`src/rtl/game_pkg.sv`:
```
// rtl/game_pkg.sv - shared state codes and level time-limit helper for the rally game sequencer
package game_pkg;

   localparam int STATE_W = 3;

   typedef enum logic [STATE_W-1:0] {
      S_IDLE  = 3'd0,
      S_PLAY  = 3'd1,
      S_PAUSE = 3'd2,
      S_WIN   = 3'd3,
      S_LOSE  = 3'd4
   } state_t;

   // Saturating subtraction first, then the floor, so deep levels never wrap.
   function automatic int lvl_time(int enc, int base, int step, int min_t);
      int drop;
      int t;
      drop = (enc - 1) * step;
      t    = (drop >= base) ? 0 : base - drop;
      return (t < min_t) ? min_t : t;
   endfunction

endpackage

```
`src/rtl/game_level_ctrl_if.sv`:
```
// rtl/game_level_ctrl_if.sv - control and status bundle between the game sequencer and its users
interface game_level_ctrl_if #(
   parameter int NUM_LEVELS = 3,
   parameter int TIME_W     = 8
);
   localparam int LVL_W = $clog2(NUM_LEVELS + 1);

   logic [NUM_LEVELS-1:0] level_sw;
   logic                  pause_sw;
   logic                  tick_1hz;
   logic                  all_flags;
   logic                  crash;
   logic                  game_active;
   logic [LVL_W-1:0]      level_id;
   logic [2:0]            state_out;
   logic [TIME_W-1:0]     time_left;
   logic [2:0]            lives_left;
   logic                  win_pulse;
   logic                  lose_pulse;

   modport master (
      output level_sw, pause_sw, tick_1hz, all_flags, crash,
      input  game_active, level_id, state_out, time_left, lives_left, win_pulse, lose_pulse
   );

   modport slave (
      input  level_sw, pause_sw, tick_1hz, all_flags, crash,
      output game_active, level_id, state_out, time_left, lives_left, win_pulse, lose_pulse
   );
endinterface

```
`src/rtl/game_countdown.sv`:
```
// rtl/game_countdown.sv - loadable per-second down-counter that saturates at zero
module game_countdown #(
   parameter int W = 8
) (
   input  logic         clk,
   input  logic         rst_n,
   input  logic         load,
   input  logic [W-1:0] load_val,
   input  logic         en,
   input  logic         tick,
   output logic [W-1:0] count,
   output logic         expire
);

   // Flags the tick that takes the count to (or holds it at) zero.
   assign expire = en && tick && (count <= W'(1));

   always_ff @(posedge clk or negedge rst_n) begin
      if (!rst_n) begin
         count <= '0;
      end else if (load) begin
         count <= load_val;
      end else if (en && tick && (count != '0)) begin
         count <= count - W'(1);
      end
   end

endmodule

```
`src/rtl/game_level_ctrl.sv`:
```
// rtl/game_level_ctrl.sv - rally game sequencer: level latch, run FSM, lives counter and win/lose pulses
module game_level_ctrl
   import game_pkg::*;
#(
   parameter int NUM_LEVELS = 3,
   parameter int TIME_W     = 8,
   parameter int TIME_BASE  = 90,
   parameter int TIME_STEP  = 15,
   parameter int MIN_TIME   = 20,
   parameter int LIVES      = 3
) (
   input  logic               clk,
   input  logic               rst_n,
   game_level_ctrl_if.slave   gif
);

   localparam int LVL_W = $clog2(NUM_LEVELS + 1);

   state_t              state;
   logic [LVL_W-1:0]    enc;
   logic                sw_none;
   logic                load;
   logic                expire;
   logic [2:0]          lives;
   logic [TIME_W-1:0]   load_val;

   // Scan from the top down so the lowest set switch is the last writer.
   always_comb begin
      enc = '0;
      for (int i = NUM_LEVELS - 1; i >= 0; i--) begin
         if (gif.level_sw[i]) enc = LVL_W'(i + 1);
      end
   end

   assign sw_none  = (gif.level_sw == '0);
   assign load     = (state == S_IDLE) && (enc != '0);
   assign load_val = TIME_W'(lvl_time(int'(enc), TIME_BASE, TIME_STEP, MIN_TIME));

   game_countdown #(.W(TIME_W)) u_countdown (
      .clk      (clk),
      .rst_n    (rst_n),
      .load     (load),
      .load_val (load_val),
      .en       (state == S_PLAY),
      .tick     (gif.tick_1hz),
      .count    (gif.time_left),
      .expire   (expire)
   );

   assign gif.game_active = (state == S_PLAY);
   assign gif.state_out   = state;
   assign gif.lives_left  = lives;

   always_ff @(posedge clk or negedge rst_n) begin
      if (!rst_n) begin
         state          <= S_IDLE;
         gif.level_id   <= '0;
         lives          <= 3'(LIVES);
         gif.win_pulse  <= 1'b0;
         gif.lose_pulse <= 1'b0;
      end else begin
         gif.win_pulse  <= 1'b0;
         gif.lose_pulse <= 1'b0;
         case (state)
            S_IDLE: begin
               if (enc != '0) begin
                  state        <= S_PLAY;
                  gif.level_id <= enc;
                  lives        <= 3'(LIVES);
               end
            end
            S_PLAY: begin
               if (gif.crash && (lives != 3'd0)) lives <= lives - 3'd1;
               if (sw_none) begin
                  state        <= S_IDLE;
                  gif.level_id <= '0;
               end else if (gif.all_flags) begin
                  state         <= S_WIN;
                  gif.win_pulse <= 1'b1;
               end else if (expire || (gif.crash && (lives == 3'd1))) begin
                  state          <= S_LOSE;
                  gif.lose_pulse <= 1'b1;
               end else if (gif.pause_sw) begin
                  state <= S_PAUSE;
               end
            end
            S_PAUSE: begin
               if (sw_none) begin
                  state        <= S_IDLE;
                  gif.level_id <= '0;
               end else if (!gif.pause_sw) begin
                  state <= S_PLAY;
               end
            end
            S_WIN, S_LOSE: begin
               if (sw_none) begin
                  state        <= S_IDLE;
                  gif.level_id <= '0;
               end
            end
            default: begin
               state        <= S_IDLE;
               gif.level_id <= '0;
            end
         endcase
      end
   end

endmodule

```
`src/flat_wrapper.sv`:
```
// flat-port wrapper written by rule: the top's interface ports become plain ports
module game_level_ctrl_flat import game_pkg::*;
#(
   parameter int NUM_LEVELS = 3,
   parameter int TIME_W     = 8,
   parameter int TIME_BASE  = 90,
   parameter int TIME_STEP  = 15,
   parameter int MIN_TIME   = 20,
   parameter int LIVES      = 3
)
  (clk, rst_n, gif_level_sw, gif_pause_sw, gif_tick_1hz, gif_all_flags, gif_crash, gif_game_active, gif_level_id, gif_state_out, gif_time_left, gif_lives_left, gif_win_pulse, gif_lose_pulse);
  game_level_ctrl_if #(.NUM_LEVELS(NUM_LEVELS), .TIME_W(TIME_W)) gif_i ();
  input  logic clk;
  input  logic rst_n;
  input wire logic [$bits(gif_i.level_sw)-1:0] gif_level_sw;
  input wire logic [$bits(gif_i.pause_sw)-1:0] gif_pause_sw;
  input wire logic [$bits(gif_i.tick_1hz)-1:0] gif_tick_1hz;
  input wire logic [$bits(gif_i.all_flags)-1:0] gif_all_flags;
  input wire logic [$bits(gif_i.crash)-1:0] gif_crash;
  output wire logic [$bits(gif_i.game_active)-1:0] gif_game_active;
  output wire logic [$bits(gif_i.level_id)-1:0] gif_level_id;
  output wire logic [$bits(gif_i.state_out)-1:0] gif_state_out;
  output wire logic [$bits(gif_i.time_left)-1:0] gif_time_left;
  output wire logic [$bits(gif_i.lives_left)-1:0] gif_lives_left;
  output wire logic [$bits(gif_i.win_pulse)-1:0] gif_win_pulse;
  output wire logic [$bits(gif_i.lose_pulse)-1:0] gif_lose_pulse;
  assign gif_i.level_sw = gif_level_sw;
  assign gif_i.pause_sw = gif_pause_sw;
  assign gif_i.tick_1hz = gif_tick_1hz;
  assign gif_i.all_flags = gif_all_flags;
  assign gif_i.crash = gif_crash;
  assign gif_game_active = gif_i.game_active;
  assign gif_level_id = gif_i.level_id;
  assign gif_state_out = gif_i.state_out;
  assign gif_time_left = gif_i.time_left;
  assign gif_lives_left = gif_i.lives_left;
  assign gif_win_pulse = gif_i.win_pulse;
  assign gif_lose_pulse = gif_i.lose_pulse;
  game_level_ctrl #(.NUM_LEVELS(NUM_LEVELS), .TIME_W(TIME_W), .TIME_BASE(TIME_BASE), .TIME_STEP(TIME_STEP), .MIN_TIME(MIN_TIME), .LIVES(LIVES)) u_core (.clk(clk), .rst_n(rst_n), .gif(gif_i));
endmodule
```
`config.mk`:
```
export PLATFORM = sky130hd
export DESIGN_NAME = game_level_ctrl_flat
export DESIGN_NICKNAME = d
export VERILOG_FILES = /design/src/rtl/game_pkg.sv /design/src/rtl/game_level_ctrl_if.sv /design/src/rtl/game_countdown.sv /design/src/rtl/game_level_ctrl.sv /design/src/flat_wrapper.sv
export SDC_FILE = /design/constraint.sdc
export NUM_CORES = 1
export LEC_CHECK = 0
export CORE_MARGIN = 3
export CORE_UTILIZATION = 38
export CTS_BUF_LIST = sky130_fd_sc_hd__clkbuf_16
export DETAILED_ROUTE_END_ITERATION = 7
export PLACE_DENSITY = 0.65
export SLEW_MARGIN = 20
export SYNTH_ARGS = -nofsm -noshare
export SYNTH_HDL_FRONTEND = slang
export SYNTH_HIERARCHICAL = 1
export SYNTH_SLANG_ARGS = --single-unit
```
`constraint.sdc`:
```
create_clock -name clk -period 2.2 [get_ports clk]
set_input_delay 0.44 -clock clk [delete_from_list [all_inputs] [get_ports clk]]
set_output_delay 0.44 -clock clk [all_outputs]
set_load 0.005 [all_outputs]
```
* Yosys cells after proc, flatten, opt, wreduce, memory -nomap -nowiden *
Index checks and enable logic that the tools add are counted.

operators by class
  add/subtract/negate cells = 4
  $mul = 1
  order comparisons = 3
  eq/ne operators = 11
  multiplexer cells = 29
  reduce and logical (&&, ||, !) cells = 19

operators with widths
  kind                                                                    count
  32-bit by 8-bit >= comparator with 1-bit output, second input constant  1
  32-bit by 6-bit < comparator with 1-bit output, second input constant   1
  32-bit by 5-bit multiplier with 32-bit output, second input constant    1
  32-bit 2-to-1 mux                                                       1
  8-bit by 32-bit subtractor with 32-bit output, first input constant     1
  3-bit 2-to-1 mux                                                        10
  8-bit 2-to-1 mux                                                        3
  3-bit case mux with 4 select lines                                      1
  2-bit 2-to-1 mux                                                        5
  8-bit by 1-bit <= comparator with 1-bit output, second input constant   1
  8-bit nonzero test                                                      1
  8-bit by 1-bit subtractor with 8-bit output, second input constant      1
  1-bit 2-to-1 mux                                                        7
  3-bit by 1-bit equality test with 1-bit output, second input constant   2
  3-bit by 2-bit equality test with 1-bit output, second input constant   2
  1-bit logical AND                                                       6
  3-bit logical NOT                                                       2
  2-bit by 1-bit != test with 1-bit output, second input constant         3
  3-bit case mux with 2 select lines                                      1
  2-bit nonzero test                                                      3
  5-bit by 3-bit != test with 1-bit output, second input constant         1
  2-bit case mux with 2 select lines                                      1
  4-bit AND reduction                                                     1
  4-bit OR reduction                                                      1
  10 further kinds                                                        10

word-level totals
  flip-flop bits (word level) = 18
  logic and storage cells = 73

* Longest topological paths before layout *
Gate-level depths: netlist of the first run.

  depth in word-level cells = 10
  mapped depth = 8
  depth with buffers taken out = 8

* Hierarchy *
Netlist of the first run, hierarchy kept.

modules (own cells, without submodules)
  module           times used  cells each  area an instance (µm²)  seq. area each (µm²)
  game_level_ctrl  1           84          772.0                   252.7
  game_countdown   1           59          573.0                   200.2

* Worst setup path before layout of the first run *
OpenSTA, ideal clock, no wires.

  kind = input to register
  from = in gif_level_sw[2]
  to = reg u_core.u_countdown.count[0]
  arrival time = 2067 ps
  data required time = 2064 ps
  slack = -3 ps
  stages = 7
  buffers on the path = 2
  path through = nor2_1 or2_2 ha_1 nor4_2 clkbuf_1 clkbuf_1 o21ai_0

RTL lines
  element                                                 RTL line               text
  start: declaration                                      flat_wrapper.sv:15     input wire logic [$bits(gif_i.level_sw)-1:0] gif_level_sw;
  2-bit 2-to-1 mux (*) (3 in series)                      game_level_ctrl.sv:31  if (gif.level_sw[i]) enc = LVL_W'(i + 1);
  2-bit nonzero test (*)                                  game_level_ctrl.sv:36  assign load = (state == S_IDLE) && (enc != '0);
  1-bit logical AND (*)                                   game_level_ctrl.sv:36
  named net u_core.load                                   game_level_ctrl.sv:22  logic load;
  8-bit 2-to-1 mux or 2-bit nonzero test (tied branches)  --
  end signal: assignment                                  game_countdown.sv:22   count <= load_val;
  end signal: assignment                                  game_countdown.sv:24   count <= count - W'(1);
  end: declaration                                        game_countdown.sv:11   output logic [W-1:0] count,

Mark *: on every way through the listed nets, which the timed path passes. The rest lies on a longest branch.
A chain may end at the register's enable or synchronous reset.

* Worst setup path in the final report of the first run *
  from = in gif_level_sw[2]
  to = reg u_core.state[0] (netlist: u_core/gif.state_out[0])

between the ends
  longest elaborated chain between the ends = 6

ends and longest elaborated chain
  element                         RTL line               text
  2-bit 2-to-1 mux (3 in series)  game_level_ctrl.sv:31
  2-bit nonzero test              game_level_ctrl.sv:66  if (enc != '0) begin
  2-bit != test (no line)         --
  4-bit AND reduction (no line)   --
  end signal: assignment          game_level_ctrl.sv:67  state <= S_PLAY;
  end signal: assignment          game_level_ctrl.sv:75  state <= S_IDLE;
  end signal: assignment          game_level_ctrl.sv:78  state <= S_WIN;
  end: declaration                game_level_ctrl.sv:19  state_t state;

Several ways; a longest one is shown, not always the timed one.

==> impl_metrics.yaml, run 1 <==
floorplanning:
  die_height_um: 65.5
  ports: 28
  placement_rows: 20
  floorplan.die_area_mm2: 0.00429
  floorplan.initialDensity_pct: 42.0
  core_region_area_mm2: 0.00320
  die_x_um: 65.5
cells_and_area:
  drive_above_1_share_pct: 26.2
  finished_layout_cell_area_mm2: 0.00193
  layout-area-overhead-vs-synth_pct: 43.4
  finalNetCount: 212
  fillerInstances: 309
  fin_cells: 235
  final_core_utilization_pct: 60.2
  num_antenna_cells: 0
worst_setup_path:
  timing.critical_path.mode_cell: "buf_4"
  worstSetupStartpointType: "input pin"
  timing.critical_path.cells: "clkdlybuf4s50_1 -> buf_4 -> a21oi_1 -> ha_1 -> buf_4 -> nor2_4 -> a2111oi_4 -> a211oi_2 -> mux2i_1"
  arrival_ns: 2.28
  critical-path-slowest-cell: "clkdlybuf4s50_1"
  critPathKind: "in2reg"
  worstPathRequired_ns: 2.33
  critical_path.max_fanout: 3
  worstSetupEndpointType: "flop"
  worst_path_largest_cell_delay_ns: 0.42
synth:
  synth.ff_latch_count: 18
  netlist_instances: 143
  postSynth.asyncResetShare_pct: 100
  yosys.cell_types.count: 51
  synth_largest_area_cell: "dfrtp_1"
  avgSynthCellArea_um2: 9.41
  sequential_share_of_the_synthesized_area_pct: 33.7
  syn_nets: 162
  yosysWarnings: 6
  number_of_enable_flip_flop_cells_after_synthesis: 0
  netlist.area_leader.share_pct: 29.8
  ys_top_cells_by_area: "dfrtp_1, ha_1, dfstp_2, inv_1, nor2_1"
  dominantRegCellSynth: "dfrtp_1"
  syn_area_mm2: 0.00135
clock_tree:
  cts.clk_slew.worst_paths_ns: 0.05
  tritoncts_clock_tree: "yes"
  cts-buffers-inserted: 3
  clk_path_buf_depth: 2
  worstSkewPairLatency_ns: 0.25
  cts_root_cell: "clkbuf_16"
  cts.htree.levels: 1
  ctsHoldBuffers: 0
  cts.repair_timing.setup_buffer_count: 0
  clkSinkCount: 18
power_and_ir_drop:
  seq_power_share_pct: 27.8
  power.net_switching_w: 0.000945
  internal_power_w: 0.00146
  power.total_w: 0.00241
  pwr-share-comb_pct: 57.3
  total_leakage_power_nw: 0.834
  power_switching_share_pct: 39.2
  p_clk_share_pct: 14.9
  power.ir.vdd_worst_mv: 0.536
  power-per-cell-area_mw_per_mm2: 1250
sta:
  max-slew-margin-rel_pct: 65.4
  clock.fmax_ghz: 0.465
  worst_clock_skew_ns: 0.00151
  fin_crit_ns: 2.15
  worst_hold_slack_ns: 0.513
  finalHoldViolations: 0
  final.period_utilization_pct: 97.8
  timing_worst_slew_pin_value_ns: 0.512
  setup_viol_count_final: 0
  timing_max_transition_violations_final: 0
route:
  initialDrtViolationCount: 31
  via_count: 1219
  route.detailed.wl_per_inst_um: 14.4
  antenna_left: 0
  avgViaCountPerCell: 5.19
  routed_wl_mm: 3.38
  first_pass_iters: 4
  drc: 0
placement:
  port_buffers: 27
  placedCellCount: 232
  routabilityCongestion: 0.894
  place_hpwl_mm: 2.63
  placement.cell_area_mm2: 0.00181
grt:
  grt_pass1_wl_mm: 5.53
  grt_util_all_layers_pct: 16.6
  globalRouteOverflowTotal: 0
  antenna_violations_before_repair: 0
  grt_start_max_net_pins: 19
  number_of_global_route_vias_before_repair: 1187
outcome:
  status: "completed"
min_path:
  hold_path_class: "reg2reg"
flow_run:
  cap_viol_max_count: 0
## state kept, by name, summed over array words and instances, names as in the netlist
name,flops
u_core/u_countdown/count,8
u_core/gif.lives_left,3
u_core/gif.state_out,3
u_core/gif.level_id,2
u_core/gif.lose_pulse,1
u_core/gif.win_pulse,1
## worst max-delay path: cells and delay by family
kind / cells / cell delay (ns)
compound gates: 3 / 0.63
mux: 1 / 0.14
fa+ha+maj: 1 / 0.28
simple gates: 1 / 0.04
buf+inv: 3 / 0.73
## cell type report
cell class | count | area [µm²] | share of cell area, %
Multi-Input combinational cell | 106 | 850 | 44.0
Sequential cell | 18 | 453 | 23.5
Timing Repair Buffer | 50 | 442 | 22.9
Clock buffer | 3 | 75.1 | 3.89
Inverter | 14 | 55.1 | 2.85
Tap cell | 44 | 55.1 | 2.85
## power by group through the flow
stage	Sequential [W]	Clock, W	Combinational, W
final	0.000669	0.000359	0.00138
after global routing	0.000695	0.000379	0.00152
after CTS	0.000672	0.000365	0.00136
after detailed placement	0.000673	0	0.00135
after global placement	0.000657	0	0.00132
after floorplan	0.000653	0	0.000769
## synthesized netlist by cell type (3+ instances only)
master	count
xor2_1	3
nor3_1	4
or2_2	3
dfrtp_1	16
a21oi_1	8
nand2_1	10
o21ai_0	3
mux2i_1	3
xnor2_1	3
nand3_1	3
a211oi_1	3
inv_1	12
ha_1	10
nor2_1	12
## what timing repair did
item | in CTS | in global routing
gates resized for setup | 2 | 6
setup endpoints to repair | 3 | 5
pin swaps | 2 | 1
## placed cells by master, fill, tap and decap left out, drive strengths merged, types with 3 or more instances in the layout
cell	n
a211oi	5
a21oi	8
buf	23
clkbuf	3
clkdlybuf4s50	26
dfrtp	16
ha	10
inv	14
mux2i	3
nand2	10
nand3	3
nor2	14
nor3	5
nor4	3
o21ai	5
or2	3
xnor2	3
xor2	3
## kinds of logic after synthesis
logic type / synth area share [%]
xor gates and xnor gates: 3.91
AOI/OAI and AO/OA: 18.0
and+or+nand+nor: 25.8
DFF: 33.7
muxes: 3.07
adders and majority gates: 9.30
other: 0.279
buffers and inverters: 6.05
## per-stage QoR
step / setup TNS (ns) / worst slack [ns]
after global routing: -0.0000775 / -0.0000775
after global placement: -1.74 / -0.242
final: 0 / 0.0493
after CTS: 0 / 0.00860
after floorplan: 0 / 0.00362
after detailed placement: -2.37 / -0.293
## path summary, 6_finish.rpt
kind,from,endpoint,slack (ns),cells after the start
max in group asynchronous,rst_n,u_core/gif.lives_left[0]$_DFFE_PN1P_,1.41,2
hold reg to reg,u_core/gif.level_id[1]$_DFFE_PN0P_,u_core/gif.level_id[1]$_DFFE_PN0P_,0.51,1
min in group asynchronous,rst_n,u_core/gif.state_out[2]$_DFFE_PN0P_,0.53,2
hold / removal,u_core/gif.level_id[1]$_DFFE_PN0P_,u_core/gif.level_id[1]$_DFFE_PN0P_,0.51,1
setup reg to reg,u_core/gif.state_out[1]$_DFFE_PN0P_,u_core/gif.state_out[2]$_DFFE_PN0P_,0.16,8
setup / recovery,gif_level_sw[2],u_core/gif.state_out[0]$_DFFE_PN0P_,0.05,9
## per-layer routing
| layer | vias to the layer above | wire length (µm) | global-route usage, % | share of wire [%] |
|---|---|---|---|---|
| met5 | - | 0 | 0 | 0 |
| li1 | 604 | - | - | - |
| met3 | 2 | 91 | 2.22 | 2.7 |
| met1 | 591 | 1550 | 21.5 | 46 |
| met4 | 0 | 31 | 5.96 | 0.92 |
| met2 | 22 | 1710 | 28.2 | 50 |
Note: power is estimated with default switching activity, not from simulation.
==> inputs of run 2 (changes only) <==
SLEW_MARGIN = 25   (was 20)
==> results of run 2 <==
Same layout as run 1: the final DEF is identical, and so are final timing and power.
==> inputs of run 3 (changes only) <==
PLACE_DENSITY = 0.66   (was 0.65)
SYNTH_HIERARCHICAL = not set   (was 1)
==> run 3 against run 2 <==
Net effect: combinational power decreased by 16%; clock power increased by 3%; clock skew about the same; flip-flop and latch count unchanged; first-iteration DRC count increased by 45%; via count decreased by 0.16%; worst setup slack improved by 0.046 ns; area after synthesis decreased by 8.1%; non-clock buffer count increased by 6; utilization decreased by 0.60 points; die area decreased by 7.4%; critical endpoint is now gif_game_active.
==> impl_metrics.yaml, run 3 <==
grt:
  grt_start_max_net_pins: 19
  groute.layer.met3.usage_pct: 2.52
  gr-max-usage-layer: "met2"
  globalRouteMet2Util_pct: 29.4
  antenna_violations_before_repair: 0
  globalRouteOverflowTotal: 0
  grt_pass1_wl_mm: 5.50
  global_route.usage.met1_pct: 21.5
  number_of_global_route_vias_before_repair: 1245
  grt_util_all_layers_pct: 17.0
floorplanning:
  floorplan.die_area_mm2: 0.00397
  placement_rows: 20
  die_x_um: 63.0
  floorplan.initialDensity_pct: 40.2
  core_region_area_mm2: 0.00308
  die_height_um: 63.0
  ports: 28
cells_and_area:
  finished_layout_cell_area_mm2: 0.00184
  num_antenna_cells: 0
  finalNetCount: 212
  final_cell_mix: "buf_4, clkdlybuf4s50_1, nor2_1, dfrtp_1, inv_1"
  layout_commonest_cell: "buf_4"
  most_flops_register: "u_core.u_countdown.count"
  largest_reg_flops: 8
  drive_above_1_share_pct: 24.1
  layout-area-overhead-vs-synth_pct: 48.5
route:
  antenna_left: 0
  first_pass_iters: 4
  routed_wl_mm: 3.10
  via_count: 1217
  avgViaCountPerCell: 5.18
  route.detailed.wl_per_inst_um: 13.2
  initialDrtViolationCount: 45
  drc: 0
power_and_ir_drop:
  power.ir.vdd_worst_mv: 0.458
  power.total_w: 0.00220
  total_leakage_power_nw: 0.827
  power-per-cell-area_mw_per_mm2: 1200
synth:
  syn_nets: 156
  avgSynthCellArea_um2: 9.09
  netlist.area_leader.share_pct: 32.4
  netlist_instances: 136
  yosysWarnings: 0
  synth_largest_area_cell: "dfrtp_1"
  dominantRegCellSynth: "dfrtp_1"
  syn_area_mm2: 0.00124
  sequential_share_of_the_synthesized_area_pct: 36.6
  yosys-top-cells-count: "nor2_1, dfrtp_1, inv_1, ha_1, nand2_1"
  ys_top_cells_by_area: "dfrtp_1, ha_1, nor2_1, dfstp_2, inv_1"
  number_of_enable_flip_flop_cells_after_synthesis: 0
  synth.ff_latch_count: 18
  postSynth.asyncResetShare_pct: 100
  post-synth-top-count-cell: "nor2_1"
  yosys.cell_types.count: 45
worst_setup_path:
  arrival_ns: 1.66
  timing.critical_path.cells: "nor3b_4 -> clkdlybuf4s50_1"
  critical_path.max_fanout: 11
  setup.worst_path.start: "u_core.gif.state_out[0]$_DFFE_PN0P_"
  worst_path_largest_cell_delay_ns: 0.55
  critical-path-slowest-cell: "clkdlybuf4s50_1"
  timing.reg2reg.worst_path_depth: 7
  worstSetupEndpointType: "output pin"
  worstSetupStartpointType: "flop"
  r2r_slack_ns: 0.21
  critPathKind: "reg2out"
  crit-reg2reg-launch: "u_core.u_countdown.count[1]$_DFFE_PN0P_"
  r2r-end: "u_core.gif.state_out[0]$_DFFE_PN0P_"
  worstPathRequired_ns: 1.76
sta:
  setup_viol_count_final: 0
  timing_max_transition_violations_final: 0
  clock.fmax_ghz: 0.475
  final.period_utilization_pct: 95.7
  timing_worst_slew_pin_value_ns: 0.500
  max-slew-margin-rel_pct: 66.4
  fin_crit_ns: 2.10
  worst_clock_skew_ns: 0.00164
  finalHoldViolations: 0
  finalSetupTns_ns: 0
  grt_setup_unrepaired: "no"
clock_tree:
  cts-buffers-inserted: 3
  worstSkewPairLatency_ns: 0.25
  tritoncts_clock_tree: "yes"
  clk_path_buf_depth: 2
  cts.clk_slew.worst_paths_ns: 0.05
  cts.htree.levels: 1
  ctsHoldBuffers: 0
  cts_root_cell: "clkbuf_16"
  clkSinkCount: 18
outcome:
  status: "completed"
placement:
  place_hpwl_mm: 2.31
  placement.cell_area_mm2: 0.00173
  port_buffers: 27
  routabilityCongestion: 0.820
flow_run:
  cap_viol_max_count: 0
min_path:
  hold_path_class: "in2async"
[run 3: cell count changes after synthesis, moves of 3 or more]
cell     delta
nand4_1     +3
a21oi_1     -4
nor2_1      +5
nor3_1      +4
[run 3: worst max path at each step]
stage | to | slack, ns | cells past startpoint
2_1_floorplan | u_core.u_countdown.count[3]$_DFFE_PN0P_ | 0.07 | 6
3_3_place_gp | u_core.u_countdown.count[3]$_DFFE_PN0P_ | -0.31 | 8
3_5_place_dp | u_core.gif.state_out[0]$_DFFE_PN0P_ | -0.39 | 8
4_1_cts | gif_game_active | 0.06 | 2
5_1_grt | gif_game_active | 0.04 | 2
6_report | gif_game_active | 0.1 | 2
[run 3: layout make-up]
class | instances | area [µm²]
fillers | 275 | 1240
clock buffers | 3 | 75.1
clock inverters | 1 | 3.75
multi-input cells | 101 | 719
inverters | 12 | 45.0
flip-flops and latches | 18 | 453
well taps | 44 | 55.1
repair buffers | 56 | 484
[run 3: worst max-delay path, delay by kind of cell (launching register included)]
family	cells	cell delay, ns
buffers and inverters	1	0.55
AND/OR/NAND/NOR	1	0.33
flip-flops	1	0.54
[run 3: routing by layer]
layer / wire length [µm] / vias up
li1: - / 608
met1: 1400 / 566
met2: 1550 / 39
met3: 126 / 4
met4: 31 / 0
met5: 0 / -
[run 3: through the flow]
step,hold WS [ns],utilization (%),instances,worst slack [ns]
final,0.518,59.6,235,0.0955
after global routing,0.555,59.6,235,0.0379
after CTS,0.524,59.2,235,0.0585
after detailed placement,0.516,56.1,229,-0.388
after global placement,0.503,56.1,229,-0.313
after floorplan,0.144,-,136,0.0719
[run 3: repair_timing]
action                     in CTS  in global routing
buffers inserted                2                  0
pin swaps                       1                  0
setup endpoints to repair       4                  1
gates cloned                    0                  0
gates resized for setup         5                  3
[run 3: power by group]
group / switching (W) / internal [W] / total (W)
clock: 0.000126 / 0.000242 / 0.000368
combinational: 0.000487 / 0.000669 / 0.00116
sequential: 0.000191 / 0.000487 / 0.000678
total: 0.000805 / 0.00140 / 0.00220
[run 3: logic make-up (layout without fill, tap and decap cells)]
group | Yosys count | in the layout | synth area share [%]
AOI/OAI and AO/OA | 27 | 27 | 15.9
xor gates and xnor gates | 2 | 2 | 1.42
adders and majority gates | 11 | 11 | 11.1
buffers and inverters | 17 | 72 | 6.78
DFF | 18 | 18 | 36.6
muxes | 4 | 4 | 3.74
and+or+nand+nor | 57 | 57 | 24.4
